===== src/rtl/enc_seq_pkg.sv =====
// Shared types and constants for the data-memory LFSR encryption sequencer.
package enc_seq_pkg;

    typedef enum logic [2:0] {
        IDLE,
        CFG0,
        CFG1,
        CFG2,
        CFG3,
        ENC_RD,
        ENC_WR,
        DONE
    } state_t;

    localparam logic [7:0]  PAD_CHAR     = 8'h20;
    localparam int unsigned LFSR_W       = 7;

    // Offsets of the config bytes relative to CFG_BASE
    localparam int unsigned CFG_PRE_OFS  = 0;
    localparam int unsigned CFG_PTRN_OFS = 1;
    localparam int unsigned CFG_INIT_OFS = 2;

endpackage


===== src/rtl/encrypt_sequencer_lfsr7.sv =====
// 7-bit Fibonacci-style LFSR: shifts left, feedback is the parity of state & taps.
module lfsr7
    import enc_seq_pkg::*;
(
    input  logic              i_clk,
    input  logic              i_rst_n,
    input  logic              i_load,
    input  logic [LFSR_W-1:0] i_init,
    input  logic              i_step,
    input  logic [LFSR_W-1:0] i_ptrn,
    output logic [LFSR_W-1:0] o_state
);

    logic [LFSR_W-1:0] r_state;

    always_ff @(posedge i_clk or negedge i_rst_n) begin
        if (!i_rst_n) begin
            r_state <= '0;
        end else if (i_load) begin
            r_state <= i_init;
        end else if (i_step) begin
            r_state <= {r_state[LFSR_W-2:0], ^(r_state & i_ptrn)};
        end
    end

    assign o_state = r_state;

endmodule


===== src/rtl/encrypt_sequencer.sv =====
// Runs the LFSR encryption straight out of data memory: config at CFG_BASE,
// plaintext at 0.., parity-tagged ciphertext written to OUT_BASE..
module encrypt_sequencer
    import enc_seq_pkg::*;
#(
    parameter int unsigned MSG_MAX  = 52,
    parameter int unsigned N_OUT    = 64,
    parameter int unsigned OUT_BASE = 64,
    parameter int unsigned CFG_BASE = 61,
    parameter int unsigned AW       = 8
) (
    input  logic          Clk,
    input  logic          Reset,
    input  logic          Start,
    output logic          Ack,
    output logic          Busy,
    output logic [AW-1:0] MemAddr,
    output logic          MemWrEn,
    output logic [7:0]    MemWrData,
    input  logic [7:0]    MemRdData
);

    localparam logic [7:0] MSG_MAX_B = 8'(MSG_MAX);
    localparam logic [6:0] LAST_I    = 7'(N_OUT - 1);

    state_t            r_state;
    state_t            w_next;
    logic              r_start_q;
    logic              r_ack;
    logic [7:0]        r_pre;
    logic [LFSR_W-1:0] r_ptrn;
    logic [6:0]        r_i;
    logic              r_from_rd;

    logic              w_launch;
    logic [6:0]        w_i_pos;
    logic [8:0]        w_k;
    logic              w_rd_pos;
    logic [7:0]        w_ch;
    logic [LFSR_W-1:0] w_c;
    logic [LFSR_W-1:0] w_init;
    logic [LFSR_W-1:0] w_lfsr;

    assign w_launch = r_start_q && !Start && (r_state == IDLE || r_state == DONE);

    // Position whose read/pad decision is being made this cycle: the upcoming one
    // when leaving CFG3 or ENC_WR, otherwise the current one (ENC_RD).
    always_comb begin
        w_i_pos = r_i;
        if (r_state == CFG3)
            w_i_pos = '0;
        else if (r_state == ENC_WR)
            w_i_pos = r_i + 7'd1;
    end

    assign w_k      = {2'b00, w_i_pos} - {1'b0, r_pre};
    assign w_rd_pos = !w_k[8] && (w_k[7:0] < MSG_MAX_B);

    assign w_ch = r_from_rd ? MemRdData : PAD_CHAR;
    // Low 7 bits of the 8-bit subtraction equal the 7-bit subtraction
    assign w_c  = (w_ch[LFSR_W-1:0] - PAD_CHAR[LFSR_W-1:0]) ^ w_lfsr;

    assign w_init = (MemRdData[LFSR_W-1:0] == '0) ? 7'h01 : MemRdData[LFSR_W-1:0];

    lfsr7 u_lfsr (
        .i_clk   (Clk),
        .i_rst_n (Reset),
        .i_load  (r_state == CFG3),
        .i_init  (w_init),
        .i_step  (r_state == ENC_WR),
        .i_ptrn  (r_ptrn),
        .o_state (w_lfsr)
    );

    always_ff @(posedge Clk or negedge Reset) begin
        if (!Reset)
            r_state <= IDLE;
        else
            r_state <= w_next;
    end

    always_comb begin
        w_next = r_state;
        case (r_state)
            IDLE:    if (w_launch) w_next = CFG0;
            CFG0:    w_next = CFG1;
            CFG1:    w_next = CFG2;
            CFG2:    w_next = CFG3;
            CFG3:    w_next = w_rd_pos ? ENC_RD : ENC_WR;
            ENC_RD:  w_next = ENC_WR;
            ENC_WR: begin
                if (r_i == LAST_I)
                    w_next = DONE;
                else
                    w_next = w_rd_pos ? ENC_RD : ENC_WR;
            end
            DONE:    if (w_launch) w_next = CFG0;
            default: w_next = IDLE;
        endcase
    end

    always_comb begin
        Busy      = 1'b0;
        MemAddr   = '0;
        MemWrEn   = 1'b0;
        MemWrData = '0;
        case (r_state)
            CFG0: begin
                Busy    = 1'b1;
                MemAddr = AW'(CFG_BASE + CFG_PRE_OFS);
            end
            CFG1: begin
                Busy    = 1'b1;
                MemAddr = AW'(CFG_BASE + CFG_PTRN_OFS);
            end
            CFG2: begin
                Busy    = 1'b1;
                MemAddr = AW'(CFG_BASE + CFG_INIT_OFS);
            end
            CFG3:   Busy = 1'b1;
            ENC_RD: begin
                Busy    = 1'b1;
                MemAddr = AW'(w_k[7:0]);
            end
            ENC_WR: begin
                Busy      = 1'b1;
                MemAddr   = AW'(OUT_BASE) + AW'(r_i);
                MemWrEn   = 1'b1;
                MemWrData = {^w_c, w_c};
            end
            default: ;
        endcase
    end

    assign Ack = r_ack;

    always_ff @(posedge Clk or negedge Reset) begin
        if (!Reset) begin
            r_start_q <= 1'b1;
            r_ack     <= 1'b0;
            r_pre     <= '0;
            r_ptrn    <= '0;
            r_i       <= '0;
            r_from_rd <= 1'b0;
        end else begin
            r_start_q <= Start;
            r_ack     <= (r_state == DONE) && !w_launch;
            r_from_rd <= (r_state == ENC_RD);
            if (r_state == CFG1)
                r_pre <= MemRdData;
            if (r_state == CFG2)
                r_ptrn <= MemRdData[LFSR_W-1:0];
            if (r_state == CFG3)
                r_i <= '0;
            else if (r_state == ENC_WR)
                r_i <= r_i + 7'd1;
        end
    end

endmodule


===== config.mk =====
export PLATFORM = sky130hd
export DESIGN_NAME = encrypt_sequencer
export DESIGN_NICKNAME = d
export VERILOG_FILES = /design/src/rtl/enc_seq_pkg.sv /design/src/rtl/encrypt_sequencer_lfsr7.sv /design/src/rtl/encrypt_sequencer.sv
export SDC_FILE = /design/constraint.sdc
export NUM_CORES = 1
export LEC_CHECK = 0
export BUFFER_PORTS_ARGS = -buffer_cell sky130_fd_sc_hd__buf_2
export CAP_MARGIN = 20
export CORE_MARGIN = 2
export CORE_UTILIZATION = 40
export CTS_CLUSTER_SIZE = 8
export DETAILED_ROUTE_END_ITERATION = 10
export PLACE_DENSITY = 0.7
export SETUP_SLACK_MARGIN = 0.05
export SYNTH_ARGS = -nofsm -noshare
export SYNTH_HDL_FRONTEND = slang
export SYNTH_HIERARCHICAL = 1
export SYNTH_SLANG_ARGS = --single-unit

===== constraint.sdc =====
create_clock -name Clk -period 4.6 [get_ports Clk]
set_clock_uncertainty 0.1 [all_clocks]
set_input_delay 0.69 -clock Clk [delete_from_list [all_inputs] [get_ports Clk]]
set_output_delay 0.69 -clock Clk [all_outputs]
set_load 0.02 [all_outputs]

==> After elaboration in Yosys (flattened, before gate mapping) <==
Cells that the tools add are included.
Widths: inputs -> output; s select.
{ "word_totals": {"elab_cells": 53, "reg_bits": 35, "out_inout_bits": 19, "input_bits": 11} }
{ "op_classes": {"magnitude_cmp": 1, "mux": 14, "n_eq_ne": 9, "n_bitwise": 2, "n_reduce_logical": 15, "add_sub_neg": 4} }
{ "op_table": {"columns": ["operator", "count"], "rows": [
  ["$mux 7", 6],
  ["$pmux 8 s5", 1],
  ["$pmux 3 s7", 1],
  ["$reduce_xor 7->1", 2],
  ["$eq 3x3->1 const B", 4],
  ["$sub 7x8->9", 1],
  ["$add 7x7->8 const A", 1],
  ["$lt 8x6->1 const B", 1],
  ["$mux 8", 1],
  ["$add 7x1->7 const B", 1],
  ["$and 7x7->7", 1],
  ["$eq 7x6->1 const B", 1],
  ["$logic_not 7->1", 1],
  ["$sub 7x6->7 const B", 1],
  ["$xor 7x7->7", 1],
  ["$eq 3x2->1 const B", 2],
  ["$reduce_or 6->1", 1],
  ["$logic_and 1x1->1", 4],
  ["$mux 2", 2],
  ["$eq 3x1->1 const B", 1],
  ["$logic_not 1->1", 3],
  ["$logic_not 3->1", 1],
  ["$mux 3", 1],
  ["$mux 1", 2],
  ["other kinds (4)", 4]
]} }

==> Longest topological paths before layout <==
Gate-level depths: netlist (run 1).
{ "logic_depth": {"depth_word": 9, "depth_mapped": 15, "mapped_depth_nobuf": 13} }

==> By module <==
Netlist (run 1), hierarchy kept.
{ "modules_own_cells": {"columns": ["module", "area_each_um2", "cells_each", "n_inst", "seq_area_each_um2"], "rows": [
  ["encrypt_sequencer", 1963.1, 220, 1, 701.9],
  ["lfsr7", 407.9, 42, 1, 175.2]
]} }

==> Least setup slack after synthesis (run 1) <==
Ideal clock, no wire load.
{ "synth_timing": {"path_type": "flip-flop to output port", "start": "register r_state[0]", "end": "output port MemAddr[6]", "required_time_ns": 3.810, "arrival_ns": 2.846, "slack_ns": 0.964, "path_buffers": 2, "path_stages_with_launch": 16, "cell_sequence": "dfrtp_1 -> buf_2 -> nand3b_1 -> buf_2 -> inv_1 -> ha_1 -> o21ai_0 -> ha_1 -> inv_1 -> fa_1 -> nand3_1 -> nand2_2 -> a31oi_2 -> xnor2_1 -> nand2_1 -> o21ai_0"} }
{ "synth_between": {"elab_chain_cells": 5, "word_cells_on_any_way": 10, "cone_classes": "add/sub (1); eq/ne (6); mux (3)"} }
{ "synth_rtl": {"columns": ["item", "line", "source"], "rows": [
  ["start, declared", "encrypt_sequencer.sv:26", "state_t r_state;"],
  ["start signal, assigned", "encrypt_sequencer.sv:79", "r_state <= w_next;"],
  ["$eq 3x3->1", "encrypt_sequencer.sv:52, encrypt_sequencer.sv:107", null],
  ["$mux 7 (2 in series)", null, null],
  ["$sub 7x8->9", "encrypt_sequencer.sv:56", "assign w_k = {2'b00, w_i_pos} - {1'b0, r_pre};"],
  ["$pmux 8 s5 *", "encrypt_sequencer.sv:107", "case (r_state)"],
  ["end, declared", "encrypt_sequencer.sv:17", "output logic [AW-1:0] MemAddr,"]
]} }
Mark *: on every way between the ends. The rest lies on a longest branch, timed or not.

==> Final worst setup path (run 1) <==
{ "layout_timing": {"start": "register r_state[0]", "end": "output port MemAddr[5]"} }
{ "layout_between": {"elab_chain_cells": 5, "word_cells_on_any_way": 10, "cone_classes": "add/sub (1); eq/ne (6); mux (3)"} }
{ "layout_rtl": {"columns": ["item", "line", "source"], "rows": [
  ["$eq 3x3->1", "encrypt_sequencer.sv:52", "else if (r_state == ENC_WR)"],
  ["$mux 7", null, null],
  ["$mux 7 *", null, null],
  ["via w_i_pos[2]", "encrypt_sequencer.sv:36", "logic [6:0] w_i_pos;"],
  ["$sub 7x8->9 *", "encrypt_sequencer.sv:56", null],
  ["$pmux 8 s5 *", "encrypt_sequencer.sv:107", null]
]} }
Mark *: on every way through the listed nets, which the timed path passes. The rest lies on a longest branch.

==> results of run 1 <==
cells by family (layout without fill, tap and decap cells):
| group | Yosys count | count (layout) | share of synthesized area, % |
|---|---|---|---|
| adder cells (fa/ha/maj) | 12 | 12 | 6.65 |
| multiplexers | 16 | 16 | 7.44 |
| XOR/XNOR | 33 | 33 | 13.4 |
| AND/OR/NAND/NOR | 77 | 77 | 14.7 |
| flip-flops | 35 | 35 | 37.0 |
| AO/OA/AOI/OAI | 55 | 55 | 15.1 |
| buffers and inverters | 34 | 58 | 5.70 |
final cells by class:
cell class	count	area, sq um	share of cell area [%]
clock inverters	3	20.0	0.752
multi-input cells	193	1360	51.1
well taps	75	93.8	3.53
flip-flops and latches	35	877	33.0
clock buffers	5	68.8	2.59
repair buffers	34	183	6.86
inverters	16	60.1	2.26
flip-flops by register name, indices dropped and copies added, names as in the netlist:
signal / cells
r_ptrn: 7
r_from_rd: 1
r_start_q: 1
r_state: 3
r_pre: 8
Ack: 1
u_lfsr/o_state: 7
r_i: 7
synthesized netlist by cell type, types with 6 or more instances:
master	n	area share (%)
o21ai_0	26	5.5
mux2_1	6	2.8
nor2_1	21	3.3
nand2_1	33	5.2
mux2i_1	6	2.5
xnor2_1	20	7.4
buf_2	6	1.3
a22o_1	7	2.6
clkbuf_1	11	1.7
xor2_1	11	4.1
inv_1	16	2.5
a21oi_1	7	1.5
dfrtp_1	34	36
ha_1	11	5.8
worst max-delay path: stages, from the launching register on:
cell and delay [ns]:
dfrtp_1 0.67, nand2b_1 0.36, nand3b_1 0.15, o21ai_0 0.08, a22o_1 0.22, ha_1 0.35
a21oi_2 0.17, nand2_2 0.10, a31oi_4 0.21, xor2_1 0.21, o21ai_1 0.08, a22o_1 0.24
buf_2 0.16
stage by stage:
step	hold WS, ns	instances	util [%]	area [sq um]	setup WS, ns
after detailed placement	0.386	352	44.1	2560	0.604
after CTS	0.394	360	45.6	2650	0.268
after global placement	0.374	352	44.1	2560	0.657
after global routing	0.392	361	45.8	2660	0.246
final	0.377	361	45.8	2660	0.531
after floorplan	0.294	262	-	2370	0.964
routing by layer:
metal / global-route usage, % / vias to the layer above / share of wire (%)
met5: 0 / - / 0
met4: 3.05 / 0 / 0.89
met3: 2.78 / 4 / 4.0
met2: 25.6 / 42 / 47
met1: 22.3 / 878 / 48
li1: - / 911 / -
final timing paths:
path / endpoint / cells after the start / start / slack, ns
max: MemAddr[5] / 12 / r_state[0]$_DFFE_PN0P_ / 0.53
min: r_state[0]$_DFFE_PN0P_ / 1 / Reset / 0.38
min in group Clk: r_start_q$_DFF_PN1_ / 1 / Start / 0.40
min reg2reg: r_ptrn[6]$_DFFE_PN0P_ / 1 / r_ptrn[6]$_DFFE_PN0P_ / 0.40
max reg2reg: r_state[0]$_DFFE_PN0P_ / 13 / r_state[0]$_DFFE_PN0P_ / 1.28
max in group asynchronous: r_i[4]$_DFF_PN0_ / 1 / Reset / 3.52
==> out/qor.yml, run 1 <==
outcome:
  status: "completed"
sta:
  finalSetupTns_ns: 0
  relSlewSlack_pct: 47.7
  fin_crit_ns: 4.07
  setup_viol: 0
  tightest_slew_ns: 0.785
  hold_viol_final: 0
  timing.final.crit_share_pct: 88.4
  drv_slew: 0
  timing.fmax_ghz: 0.246
  grt_setup_unrepaired: "false"
cells_and_area:
  layout_commonest_cell: "dfrtp_1"
  nNetsFinal: 308
  area_delta_synth_final_pct: 12.2
  layout_common_cells: "dfrtp_1 (34), nand2_1 (33), buf_2 (29)"
  fillers: 564
  drive_gt1_share_pct: 19.6
  n_antenna_cell: 0
synth:
  synth_cell_type_count: 42
  ys_seq_area_share_pct: 37.0
  synth_area_sq_um: 2370
  synth-edff-count: 0
  syn_avg_cell_area_sq_um: 9.05
  async_flop_share_pct: 100
  synth-warning-count: 6
  syn_nets: 285
  synth_seq_cells: 35
  synth_cells: 262
  ys.flop_type: "dfrtp_1"
floorplanning:
  die_area_sq_um: 6560
  start_util_pct: 40.8
  core-area_sq_um: 5820
  fp.dieW_um: 81.0
  num_rows: 28
  io_pins: 30
  die_h_um: 81.0
hold_path:
  hp-class: "input port to asynchronous set/reset pin"
global_routing:
  track_usage_pct: 15.8
  grt_start_max_net_pins: 36
  grt_pass1_vias: 1733
  grt_pass1_wl_mm: 8.13
  antenna_found_initial: 0
  grt_overflow: 0
placement:
  routabilityCongestion: 0.860
  hpwl_mm: 3.59
  io_buffer_count: 29
route:
  drtIter0Drc: 152
  route.detailed.wl_per_inst_um: 13.7
  remaining_drc_errors: 0
  drt_pass1_iterations: 4
  routed_wl_mm: 4.96
  antenna_left: 0
  via_count: 1835
  post_drt_via_cell_ratio: 5.08
cts:
  numCtsBuffers: 5
  ctsHoldBuffers: 0
  cts_sinks: 35
  clock_latency_ns: 0.29
  postCtsSetupBuffers: 0
  root_buffer: "clkbuf_8"
  htreeDepth: 2
  clkTransAtPathRegs_ns: 0.08
  cts.repair.resized: 0
  tritoncts: "done"
  cts_max_path_buffers: 2
worst_setup_path:
  critPathRequiredTime_ns: 3.81
  crit_path_end_kind: "output port"
  setup.worst_path.start_class: "flip-flop"
  crit_type: "flip-flop to output port"
  cp_max_fo: 18
  arrival_ns: 3.28
flow_run:
  max_cap_violations: 0
Power of run 1 is not shown: default switching activity piles up to over one toggle a cycle in this logic, so the estimate is an artifact.
==> inputs of run 2 (changes only) <==
CAP_MARGIN = default   (was 20)
CORE_UTILIZATION = 42   (was 40)
PLACE_DENSITY = 0.72   (was 0.7)
SETUP_SLACK_MARGIN = 0.5   (was 0.05)
==> run 2 against run 1 <==
Against the previous run: critical path type unchanged; worst setup slack gained 0.17 ns; cell area grew 1.7%; register-to-register slack gained 0.15 ns; maximum frequency grew 4.3%; count of clock-buffer cells in the layout grew 2; wire length grew 3.5%; sequential share of layout area shrank 0.52 points; flip-flop and latch count is the same; worst hold slack gained 0.0082 ns; core utilization grew 3.7 points.
==> out/qor.yml, run 2 (synthesized netlist as in run 1, its figures left out) <==
outcome:
  status: "completed"
cts:
  numCtsBuffers: 5
  clkTransAtPathRegs_ns: 0.07
  cts_sinks: 35
  cts_max_path_buffers: 2
  htreeDepth: 2
  root_buffer: "clkbuf_8"
  clock_latency_ns: 0.29
  ctsHoldBuffers: 0
  tritoncts: "done"
sta:
  relSlewSlack_pct: 46.4
  timing.final.crit_share_pct: 84.8
  drv_slew: 0
  fin_crit_ns: 3.90
  finalSetupTns_ns: 0
  hold_viol_final: 0
  setup_viol: 0
  grt_setup_unrepaired: "false"
  timing.fmax_ghz: 0.256
  tightest_slew_ns: 0.800
worst_setup_path:
  worstReg2RegStart: "r_state[0]$_DFFE_PN0P_"
  arrival_ns: 3.11
  r2r_slack_ns: 1.43
  critPathRequiredTime_ns: 3.81
  r2r-end: "r_state[0]$_DFFE_PN0P_"
  crit_path_end_kind: "output port"
  reg2reg_depth: 13
  setup.worst_path.start_class: "flip-flop"
  cp_max_fo: 11
  crit_type: "flip-flop to output port"
cells_and_area:
  regMostFlops: "r_pre"
  area_delta_synth_final_pct: 14.2
  nNetsFinal: 315
  regArea_sq_um: 878
  drive_gt1_share_pct: 21.2
  multiInputGateArea_sq_um: 1360
  fillers: 516
  layoutNonFillerInstCount: 365
  largest_reg_flops: 8
  layout_common_cells: "dfrtp_1 (33), nand2_1 (33), buf_2 (29)"
  n_antenna_cell: 0
hold_path:
  hp-class: "input port to asynchronous set/reset pin"
floorplanning:
  io_pins: 30
  die_h_um: 79.1
  num_rows: 27
  fp.dieW_um: 79.1
  start_util_pct: 43.3
  die_area_sq_um: 6260
  core-area_sq_um: 5470
route:
  routed-wl-met3_um: 237
  top_layer_used: "met4"
  via_count: 1863
  post_drt_via_cell_ratio: 5.10
  remaining_drc_errors: 0
  met1_length_mm: 2.39
  route.detailed.wl_per_inst_um: 14.1
  drt_pass1_iterations: 4
  route.met2.wl_mm: 2.39
  routed_wl_mm: 5.13
  antenna_left: 0
  drtIter0Drc: 174
global_routing:
  grt_pass1_vias: 1731
  track_usage_pct: 17.4
  antenna_found_initial: 0
  grt_pass1_wl_mm: 8.43
  grt_overflow: 0
  grt_start_max_net_pins: 36
placement:
  routabilityCongestion: 0.842
  dp.cells: 349
  hpwl_mm: 3.72
  io_buffer_count: 29
flow_run:
  max_cap_violations: 0
run 2: worst max-delay path, cell delays in order (launching register included):
cell and delay (ns):
dfrtp_2 0.48, nand3b_1 0.26, buf_4 0.18, nor2_1 0.18, xnor2_1 0.14, nor2_1 0.07
ha_1 0.37, a21o_2 0.26, a31oi_4 0.16, xor2_1 0.23, o21ai_1 0.09, a22o_1 0.23
buf_2 0.15
run 2: repair_timing:
| action | in CTS | in global routing |
|---|---|---|
| setup endpoints to repair | 4 | 4 |
| setup buffers | 1 | 7 |
| resized for setup | 0 | 2 |
run 2: cell type report:
| cell class | instances | share of cell area, % |
|---|---|---|
| repair buffers | 41 | 8.83 |
| multi-input cells | 193 | 50.2 |
| well taps | 72 | 3.33 |
| clock buffers | 7 | 2.82 |
| inverters | 16 | 2.22 |
| flip-flops and latches | 35 | 32.4 |
| clock inverters | 1 | 0.185 |
run 2: worst max-delay path by stage:
stage	slack [ns]	start	end	cells after the start
final	0.70	r_state[0]$_DFFE_PN0P_	MemAddr[5]	12
after global routing	0.51	r_state[0]$_DFFE_PN0P_	MemAddr[6]	14
after CTS	0.53	r_state[0]$_DFFE_PN0P_	MemAddr[5]	12
after global placement	0.69	r_state[0]$_DFFE_PN0P_	MemAddr[6]	14
after floorplan	0.96	r_state[0]$_DFFE_PN0P_	MemAddr[6]	15
after detailed placement	0.58	r_state[0]$_DFFE_PN0P_	MemAddr[6]	14
run 2: per-layer routing:
| layer | track usage, % | vias up |
|---|---|---|
| met5 | 0 | - |
| met1 | 22.2 | 886 |
| li1 | - | 929 |
| met4 | 7.93 | 0 |
| met2 | 27.8 | 38 |
| met3 | 4.43 | 10 |
run 2: stage by stage:
| stage | setup slack [ns] | hold WS, ns | util [%] | area, sq um |
|---|---|---|---|---|
| after floorplan | 0.964 | 0.294 | - | 2370 |
| after global placement | 0.691 | 0.375 | 46.8 | 2560 |
| after detailed placement | 0.583 | 0.384 | 46.8 | 2560 |
| after CTS | 0.533 | 0.400 | 48.4 | 2650 |
| after global routing | 0.514 | 0.396 | 49.5 | 2710 |
| final | 0.698 | 0.385 | 49.5 | 2710 |
Power of run 2 is left out for the same reason.
